## src/rtl/serial_subtractor_ctrl_pkg.sv

```systemverilog
// Shared types for the bit-serial subtractor controller.
// Holds the FSM state encoding and the 2-to-4 decode helper.
package serial_subtractor_ctrl_pkg;

  typedef enum logic [1:0] {
    S_IDLE  = 2'd0,
    S_SHIFT = 2'd1,
    S_DONE  = 2'd2
  } state_e;

  function automatic logic [3:0] dec2x4(input logic [1:0] sel);
    return 4'b0001 << sel;
  endfunction

endpackage

```

## src/rtl/fs_using_2x4_decoder.sv

```systemverilog
// One-bit full subtractor built on a 2-to-4 decoder of {b, c}.
// diff = a ^ b ^ c, borrow = ~a&(b|c) | b&c.
module fs_using_2x4_decoder
  import serial_subtractor_ctrl_pkg::*;
(
  input  logic a,
  input  logic b,
  input  logic c,
  output logic diff,
  output logic borrow
);

  logic [3:0] m;

  // Minterms of {b, c}, then select on the minuend bit
  always_comb begin
    m      = dec2x4({b, c});
    diff   = a ? (m[0] | m[3]) : (m[1] | m[2]);
    borrow = a ? m[3] : (m[1] | m[2] | m[3]);
  end

endmodule

```

## src/rtl/serial_subtractor_ctrl.sv

```systemverilog
// Bit-serial A - B controller, LSB first, one cell reused per bit.
// Start/done handshake; diff/borrow_out held until next completion.
module serial_subtractor_ctrl
  import serial_subtractor_ctrl_pkg::*;
#(
  parameter int WIDTH = 8
) (
  input  logic             clk,
  input  logic             rst,
  input  logic             start,
  input  logic [WIDTH-1:0] a,
  input  logic [WIDTH-1:0] b,
  output logic             ready,
  output logic             busy,
  output logic             done,
  output logic [WIDTH-1:0] diff,
  output logic             borrow_out
);

  localparam int CNT_W = $clog2(WIDTH + 1);
  localparam logic [CNT_W-1:0] LAST = CNT_W'(WIDTH - 1);

  state_e state_q, state_d;
  logic [CNT_W-1:0] cnt_q, cnt_d;
  logic [WIDTH-1:0] a_sr_q, a_sr_d;
  logic [WIDTH-1:0] b_sr_q, b_sr_d;
  logic [WIDTH-1:0] d_sr_q, d_sr_d;
  logic [WIDTH-1:0] diff_q, diff_d;
  logic borrow_q, borrow_d;
  logic bout_q, bout_d;

  logic cell_diff;
  logic cell_borrow;

  fs_using_2x4_decoder u_cell (
    .a      (a_sr_q[0]),
    .b      (b_sr_q[0]),
    .c      (borrow_q),
    .diff   (cell_diff),
    .borrow (cell_borrow)
  );

  // State and datapath registers
  always_ff @(posedge clk or posedge rst) begin
    if (rst) begin
      state_q  <= S_IDLE;
      cnt_q    <= '0;
      a_sr_q   <= '0;
      b_sr_q   <= '0;
      d_sr_q   <= '0;
      diff_q   <= '0;
      borrow_q <= 1'b0;
      bout_q   <= 1'b0;
    end else begin
      state_q  <= state_d;
      cnt_q    <= cnt_d;
      a_sr_q   <= a_sr_d;
      b_sr_q   <= b_sr_d;
      d_sr_q   <= d_sr_d;
      diff_q   <= diff_d;
      borrow_q <= borrow_d;
      bout_q   <= bout_d;
    end
  end

  // Next-state, shifting and result capture
  always_comb begin
    state_d  = state_q;
    cnt_d    = cnt_q;
    a_sr_d   = a_sr_q;
    b_sr_d   = b_sr_q;
    d_sr_d   = d_sr_q;
    diff_d   = diff_q;
    borrow_d = borrow_q;
    bout_d   = bout_q;
    unique case (state_q)
      S_IDLE: begin
        if (start) begin
          a_sr_d   = a;
          b_sr_d   = b;
          borrow_d = 1'b0;
          cnt_d    = '0;
          state_d  = S_SHIFT;
        end
      end
      S_SHIFT: begin
        a_sr_d   = a_sr_q >> 1;
        b_sr_d   = b_sr_q >> 1;
        d_sr_d   = {cell_diff, d_sr_q[WIDTH-1:1]};
        borrow_d = cell_borrow;
        cnt_d    = cnt_q + CNT_W'(1);
        if (cnt_q == LAST) begin
          diff_d  = {cell_diff, d_sr_q[WIDTH-1:1]};
          bout_d  = cell_borrow;
          state_d = S_DONE;
        end
      end
      S_DONE: begin
        state_d = S_IDLE;
      end
      default: begin
        state_d = S_IDLE;
      end
    endcase
  end

  // Handshake flags decode straight from state
  always_comb begin
    ready      = (state_q == S_IDLE);
    busy       = (state_q == S_SHIFT);
    done       = (state_q == S_DONE);
    diff       = diff_q;
    borrow_out = bout_q;
  end

endmodule
```

## config.mk

```make
export PLATFORM = sky130hd
export DESIGN_NAME = serial_subtractor_ctrl
export DESIGN_NICKNAME = d
export VERILOG_FILES = /design/src/rtl/serial_subtractor_ctrl_pkg.sv /design/src/rtl/fs_using_2x4_decoder.sv /design/src/rtl/serial_subtractor_ctrl.sv
export SDC_FILE = /design/constraint.sdc
export NUM_CORES = 1
export LEC_CHECK = 0
export BUFFER_PORTS_ARGS = -buffer_cell sky130_fd_sc_hd__buf_2
export CELL_PAD_IN_SITES_DETAIL_PLACEMENT = 1
export CELL_PAD_IN_SITES_GLOBAL_PLACEMENT = 1
export CORE_AREA = 2 2 69 71
export CTS_CLUSTER_SIZE = 24
export DETAILED_ROUTE_END_ITERATION = 8
export DIE_AREA = 0 0 71 73
export GPL_ROUTABILITY_DRIVEN = 0
export HOLD_SLACK_MARGIN = 0.03
export PLACE_DENSITY = 0.68
export SLEW_MARGIN = 15
export SYNTH_ARGS = -nofsm -noshare
export SYNTH_HDL_FRONTEND = slang
export SYNTH_SLANG_ARGS = --single-unit
export TNS_END_PERCENT = 50
```

## constraint.sdc

```tcl
create_clock -name clk -period 2.2 [get_ports clk]
set_input_delay 0.44 -clock clk [delete_from_list [all_inputs] [get_ports clk]]
set_output_delay 0.44 -clock clk [all_outputs]
set_load 0.005 [all_outputs]
```

### After elaboration in Yosys (flattened, before gate mapping)

Cells that the tools add are included.

| storage, ports and cells | value |
|---|---|
| word-level logic and storage cells | 36 |
| flip-flop bits (word level) | 40 |
| output and inout port bits | 12 |

| operators by class | value |
|---|---|
| add/subtract/negate cells | 1 |
| eq/ne operators | 5 |
| reductions and logical operators | 5 |
| bitwise logic cells | 3 |
| muxes and demuxes | 13 |
| shift-type cells | 1 |

Operators by type and width:

| cell | number |
|---|---|
| $pmux 8 s2 | 2 |
| $mux 8 | 2 |
| $pmux 4 s2 | 1 |
| $reduce_and 2->1 | 3 |
| $add 4x1->4 const B | 1 |
| $eq 4x3->1 const B | 1 |
| $mux 2 | 2 |
| $mux 4 | 1 |
| $pmux 2 s2 | 1 |
| $shl 1x2->4 const A | 1 |
| $mux 1 | 3 |
| $or 1x1->1 | 3 |
| $eq 2x1->1 const B | 1 |
| $eq 2x2->1 const B | 1 |
| $logic_not 2->1 | 1 |
| $ne 2x1->1 const B | 1 |
| $ne 2x2->1 const B | 1 |
| $pmux 1 s2 | 1 |
| $reduce_bool 2->1 | 1 |

### Depth between registers and ports, before layout

Gate-level depths: netlist of the first run.

| logic depth | value |
|---|---|
| word-level depth | 5 |
| mapped depth | 6 |
| depth with buffers taken out | 5 |

### Hierarchy

Synthesis of the first run repeated with hierarchy kept, for this count alone.

| unflattened totals | value |
|---|---|
| cells, all modules | 172 |
| area, all modules | 1762.9 um^2 |

Modules (own cells, without submodules):

| module | cells each | times used | seq. area each (um^2) | area each (um^2) |
|---|---|---|---|---|
| serial_subtractor_ctrl | 165 | 1 | 975.9 | 1707.9 |
| fs_using_2x4_decoder | 7 | 1 | 0.0 | 55.1 |

### Least setup slack after synthesis of the first run

No wires, ideal clock.

| timing path | value |
|---|---|
| path kind | reg2reg |
| start | register cnt_q[0] |
| end | register bout_q, in the netlist borrow_out |
| arrival | 1.294 ns |
| setup time | 0.125 ns |
| clock period less this slack | 1.418 ns |
| slack | 0.782 ns |
| cell stages (with the launch flop) | 5 |
| cells stage by stage | dfrtp_1 > ha_1 > nand2_1 > nor3_4 > mux2_2 |

| on the way | value |
|---|---|
| longest elaborated chain between the ends | 2 |

RTL lines:

| element | line | source |
|---|---|---|
| start, declared | serial_subtractor_ctrl.sv:24 | `logic [CNT_W-1:0] cnt_q, cnt_d;` |
| start signal, assigned | serial_subtractor_ctrl.sv:56 | `cnt_q <= cnt_d;` |
| $eq 4x3->1 | serial_subtractor_ctrl.sv:92 | `if (cnt_q == LAST) begin` |
| $reduce_and 2->1 (no source line) | n/a |  |
| end signal, assigned | serial_subtractor_ctrl.sv:62 | `bout_q <= bout_d;` |
| end, declared | serial_subtractor_ctrl.sv:30 | `logic bout_q, bout_d;` |

No other way between the ends.
A chain may end at the register's enable or synchronous reset.

### Worst setup path after layout of the first run

| timing path | value |
|---|---|
| start | register state_q[0] |
| end | output busy |

| on the way | value |
|---|---|
| longest elaborated chain between the ends | 1 |

RTL lines:

| element | line | source |
|---|---|---|
| start, declared | serial_subtractor_ctrl.sv:23 | `state_e state_q, state_d;` |
| start signal, assigned | serial_subtractor_ctrl.sv:55 | `state_q <= state_d;` |
| $eq 2x1->1 | serial_subtractor_ctrl.sv:110 | `busy = (state_q == S_SHIFT);` |
| end, declared | serial_subtractor_ctrl.sv:14 | `output logic busy,` |

No other way between the ends.

==> impl_metrics.py, run 1 <==
metrics = {
    "critical_path": {
        "cp.required_ps": 1760,
        "r2r_end": "diff[4]",
        "critical-path-top-delay-family": "flip-flops",
        "rrSetupSlack_ps": 560,
        "startpoint_type": "register",
        "crit_type": "register to output port",
        "r2r-start": "cnt_q[0]",
        "cp.arrival_ps": 1270,
        "reg2reg_depth": 4,
        "cp_cell_sequence": "nand2b_1 -> buf_4 -> inv_1 -> buf_2",
        "cp_max_fo": 10,
        "max_stage_delay_ps": 440,
        "cp_num_buf_inv": 3,
        "end_kind": "output port",
        "cp_slowest_cell": "dfrtp_1",
    },
    "timing": {
        "setup_viol": 0,
        "fin_skew_ps": 5.623,
        "worst_slack_ps": 489.9,
        "slew_headroom_pct": 53.07,
        "hold_violations": 0,
        "maxSlewViolCount": 0,
        "holdWs_ps": 281.3,
        "tightest_slew_ps": 702.4,
        "fin_crit_ps": 1710,
        "rsz0062_at_grt": "false",
        "min_period_over_period_pct": 77.73,
        "fmax_mhz": 584.8,
        "finalSetupTns_ps": 0,
    },
    "logic_synthesis": {
        "netlist_top_cells_area": "dfrtp_1, nand2_1, mux2_2, o21ai_0, a22oi_1",
        "synth_warnings": 0,
        "syn-cell-area_sq_mm": 0.001697,
        "synth_top_cell_area_share_pct": 57.52,
        "synth_area_leader_cell": "dfrtp_1",
        "synth-edff-count": 0,
        "ys_seq_area_share_pct": 57.52,
        "ys_async_sr_fraction_pct": 100.0,
        "synth.avg_cell_area_sq_um": 10.35,
        "syn-num-nets": 186,
        "synthDistinctLibCells": 24,
        "postSynthCellCount": 164,
        "synthFlopType": "dfrtp_1",
        "synthTopCellsByCount": "dfrtp_1, nand2_1, o21ai_0",
        "ys_ff_latch": 39,
    },
    "drt": {
        "drt_pre_antenna_iters": 6,
        "wl_met3_microns": 117,
        "met1_length_microns": 1796,
        "antenna_left": 0,
        "via_per_inst": 5.091,
        "drt_iter0_drc": 50,
        "routed_wl_microns": 3963,
        "met2_length_microns": 2020,
        "wl_per_cell_microns": 15.66,
        "routed.top_layer": "met4",
        "route.detailed.drc": 0,
        "vias": 1288,
    },
    "floorplanning": {
        "io-pin-count": 31,
        "placementRows": 25,
        "start_util_pct": 37.41,
        "die_w_microns": 71,
        "core_sq_mm": 0.004536,
        "die_h_microns": 73,
        "design.die.area_sq_mm": 0.005183,
    },
    "grt": {
        "overflow": 0,
        "grt_max_degree": 40,
        "grt_pass1_vias": 1437,
        "grt_pass1_wl_microns": 6693,
        "antenna_found_initial": 0,
        "track_usage_pct": 16.68,
    },
    "placement": {
        "portBuffers": 30,
        "dp_slack_ps": 525.7,
        "dp_hpwl_microns": 2843,
    },
    "power": {
        "peakVddDrop_mv": 0.6395,
        "p_leak_nw": 0.9829,
        "powerDensity_mw_per_mm2": 1372,
    },
    "clocking": {
        "path_clk_slew_ps": 70,
        "cts_inserted_buffers": 5,
        "cts_tree": "built",
        "htreeDepth": 2,
        "cts_sinks": 39,
        "postCtsHoldBufs": 0,
        "clock_latency_ps": 280,
        "cts_root_buf": "clkbuf_8",
        "cts_setup_buffers": 0,
        "cts_resized": 0,
        "clk_path_buf_depth": 2,
    },
    "hold_path": {
        "min_path_type": "input port to async pin",
    },
    "cells_and_area": {
        "drive_gt1_share_pct": 27.14,
        "final.fill_count": 520,
        "nNetsFinal": 220,
        "area_growth_pct": 19.40,
        "antenna_cells": 0,
    },
    "status": {
        "status": "finished clean",
    },
    "run": {
        "maxCapViolations": 0,
    },
}
==> stage by stage <==
stage	utilization (%)	cell area, sq um	instances	total power, W
finish	44.66	2026	253	0.002779
global route	44.66	2026	253	0.003028
CTS	44.66	2026	253	0.002831
detailed placement	42.46	1926	245	0.002299
global placement	42.46	1926	245	0.002210
floorplan	-	1697	164	0.001895
==> worst register-to-register path: stages, from the launching register on <==
cell and delay (ps):
dfrtp_1 390, ha_1 200, nand2_1 110, nor3_4 430
mux2_2 400
==> power breakdown <==
part	total, W	switching, W	internal, W
Sequential	0.00122	0.000205	0.00102
Combinational	0.00103	0.000564	0.000470
Clock	0.000521	0.000235	0.000286
Total	0.00278	0.00100	0.00177
==> flip-flops by register name (all words and copies together) (netlist names) <==
name,flops
diff,8
cnt_q,4
a_sr_q,8
b_sr_q,8
state_q,2
d_sr_q,7
borrow_out,1
borrow_q,1
==> worst max-delay path by stage <==
stage,depth (start not counted),to,slack [ps],start
after floorplan,4,borrow_out,780,cnt_q[0]
after CTS,4,busy,460,state_q[0]
final,4,busy,490,state_q[0]
after global placement,4,diff[6],580,cnt_q[0]
after global routing,4,busy,390,state_q[0]
after detailed placement,4,b_sr_q[4],530,start
==> layer usage <==
metal / GRT usage, % / up-vias
met5: 0 / -
met4: 5.031 / 0
met3: 4.144 / 2
met2: 28.66 / 15
met1: 20.86 / 649
li1: - / 622
==> placed cells by master, fill, tap and decap left out <==
cell type	n
nor2b_1	4
nor3_4	1
o31ai_1	1
ha_1	3
buf_4	7
a22oi_1	11
buf_2	30
clkbuf_8	7
nor3b_1	1
mux2_2	9
a22o_1	2
xor2_1	1
o21bai_1	1
and2_1	5
clkbuf_1	1
dfrtp_1	39
a21oi_1	3
o21ai_0	18
nand2b_1	1
nor2_1	2
nand2_1	39
inv_1	6
a31oi_1	4
nand3_1	1
a2bb2oi_1	1
a32o_1	1
==> cell families after synthesis <==
logic type                 after synthesis  synth area share, %
and+or+nand+nor                         54                14.45
buffers and inverters                   16                3.761
muxes                                    9                5.974
adders and majority gates                3                2.213
DFF                                     39                57.52
AOI/OAI and AO/OA                       42                15.56
xor gates and xnor gates                 1               0.5163
==> cell type report <==
type,instances,area (sq um),share of cell area [%]
timing repair buffer,37,202.7,10.01
sequential,39,975.9,48.18
tap,54,67.56,3.335
clock buffer,8,100.1,4.941
inverter,6,22.52,1.112
multi-input combinational,109,656.9,32.43
Note: power is estimated with default switching activity, not from simulation.
==> run 2, diff against run 1 <==
Settings changed: CORE_AREA 2 2 69 71 to 2 2 70 72, DIE_AREA 0 0 71 73 to 0 0 72 74, PLACE_DENSITY 0.68 to 0.69.
Clock period 2.2 ns to 1.5 ns, I/O delays scaled along.
==> run 2 against run 1 <==
The run now ends with setup timing left. Non-clock buffer count grew 9. Core utilization grew 3.0 points. Wire length grew 11%.
==> impl_metrics.py, run 2 (same netlist as run 1, synthesis figures left out) <==
metrics = {
    "status": {
        "status": "finished with violations",
        "violations": "setup timing",
    },
    "timing": {
        "setup_viol": 9,
        "hold_violations": 0,
        "fin_crit_ps": 1537,
        "tightest_slew_ps": 504.0,
        "rsz0062_at_grt": "true",
        "min_period_over_period_pct": 102.5,
        "finalSetupTns_ps": -252.2,
        "fin_skew_ps": 6.580,
        "maxSlewViolCount": 0,
        "holdWs_ps": 126.1,
        "fmax_mhz": 650.4,
        "slew_headroom_pct": 66.40,
        "worst_slack_ps": -37.41,
    },
    "floorplanning": {
        "placementRows": 25,
        "core_sq_mm": 0.004598,
        "io-pin-count": 31,
        "start_util_pct": 36.90,
        "die_h_microns": 74,
        "design.die.area_sq_mm": 0.005328,
        "die_w_microns": 72,
    },
    "clocking": {
        "cts_tree": "built",
        "postCtsHoldBufs": 0,
        "path_clk_slew_ps": 80,
        "clk_path_buf_depth": 2,
        "htreeDepth": 2,
        "cts_inserted_buffers": 5,
        "cts_sinks": 39,
        "cts_root_buf": "clkbuf_8",
        "clock_latency_ps": 290,
    },
    "grt": {
        "grt_pass1_vias": 1440,
        "overflow": 0,
        "grt_max_degree": 40,
        "antenna_found_initial": 0,
        "track_usage_pct": 17.38,
        "grt_pass1_wl_microns": 7017,
    },
    "power": {
        "p_switching_w": 0.001669,
        "pwr-share-comb_pct": 40.3,
        "powerDensity_mw_per_mm2": 2190,
        "finalPower_w": 0.004798,
        "p_seq_share_pct": 38.1,
        "p_leak_nw": 1.063,
        "p_clk_share_pct": 21.5,
        "p_int_w": 0.003129,
        "peakVddDrop_mv": 0.9840,
        "switching_share_pct": 34.79,
    },
    "drt": {
        "drt_iter0_drc": 86,
        "routed_wl_microns": 4396,
        "route.detailed.drc": 0,
        "via_per_inst": 5.282,
        "antenna_left": 0,
        "vias": 1384,
        "drt_pre_antenna_iters": 4,
        "wl_per_cell_microns": 16.78,
    },
    "critical_path": {
        "crit_type": "register to register",
        "max_stage_delay_ps": 460,
        "r2r_end": "diff[6]",
        "r2r-start": "cnt_q[1]",
        "startpoint_type": "register",
        "cp_max_fo": 10,
        "cp_num_buf_inv": 1,
        "critical-path-top-delay-family": "flip-flops",
        "cp.required_ps": 1670,
        "cp_slowest_cell": "dfrtp_1",
        "end_kind": "register",
        "rrSetupSlack_ps": -40,
        "cp.arrival_ps": 1710,
        "cp_cell_sequence": "ha_4 -> nand2_4 -> nor3_4 -> buf_12 -> mux2_2",
        "reg2reg_depth": 5,
    },
    "placement": {
        "portBuffers": 30,
        "dp_hpwl_microns": 2833,
        "post_dp_cell_area_sq_mm": 0.001966,
    },
    "cells_and_area": {
        "nNetsFinal": 229,
        "drive_gt1_share_pct": 32.21,
        "final_common_cell": "dfrtp_1",
        "final_core_util_pct": 47.65,
        "final.fill_count": 524,
        "fin_area_sq_mm": 0.002191,
        "area_growth_pct": 29.13,
        "antenna_cells": 0,
        "final_cell_mix": "dfrtp_1, nand2_1, buf_2, o21ai_0, buf_4",
    },
    "hold_path": {
        "min_path_type": "input port to async pin",
    },
    "run": {
        "maxCapViolations": 0,
    },
}
run 2: cell types whose count changed in the layout (fill, tap and decap cells not counted), sizes merged:
| cell | before | now |
|---|---|---|
| buf | 37 | 46 |
| bufinv | 0 | 2 |
| clkbuf | 8 | 6 |
| clkinvlp | 0 | 1 |
| inv | 6 | 5 |
run 2: routing by layer:
layer	vias up	track usage [%]	wire length [microns]
met5	-	0	0
met4	0	5.870	48
met3	7	4.065	105
met2	18	29.73	2368
met1	717	21.93	1873
li1	642	-	-
run 2: area by class of cell:
type                            count  area (sq um)  share of cell area (%)
Sequential cell                    39         975.9                   44.55
Clock buffer                        6         72.57                   3.312
Timing Repair Buffer               46         304.0                   13.88
Multi-Input combinational cell    109         684.4                   31.24
Clock inverter                      2         60.06                   2.741
Inverter                            6         26.28                   1.199
Tap cell                           54         67.56                   3.084
run 2: repair_timing:
action | 4_1_cts | 5_1_grt
resized for setup | 5 | 6
endpoints found under the setup margin | 2 | 11
pin swaps | 0 | 2
buffers inserted | 2 | 6
run 2: how the worst max path moves through the flow:
stage	start	cells past startpoint	slack, ps	to
after floorplan	cnt_q[0]	4	80	borrow_out
after global placement	cnt_q[0]	5	100	diff[6]
after detailed placement	cnt_q[0]	5	1	borrow_out
after CTS	state_q[1]	4	-3	busy
after global routing	cnt_q[0]	5	-110	borrow_out
final	cnt_q[1]	5	-40	diff[6]
run 2: worst min-delay path, delay by kind of cell:
family,cells,cell delay [ps]
buffers and inverters,3,560
run 2: per-stage QoR:
stage,cells,worst slack [ps]
6_report,262,-37.41
3_3_place_gp,247,100.8
2_1_floorplan,164,81.73
5_1_grt,262,-105.0
4_1_cts,256,-3.152
3_5_place_dp,247,1.421
run 2: power groups by stage:
stage,Sequential [W],Combinational (W),Clock (W)
3_5_place_dp,0.00181,0.00165,0
5_1_grt,0.00189,0.00217,0.00110
2_1_floorplan,0.00174,0.00104,0
6_report,0.00183,0.00194,0.00103
4_1_cts,0.00180,0.00172,0.00106
3_3_place_gp,0.00178,0.00155,0
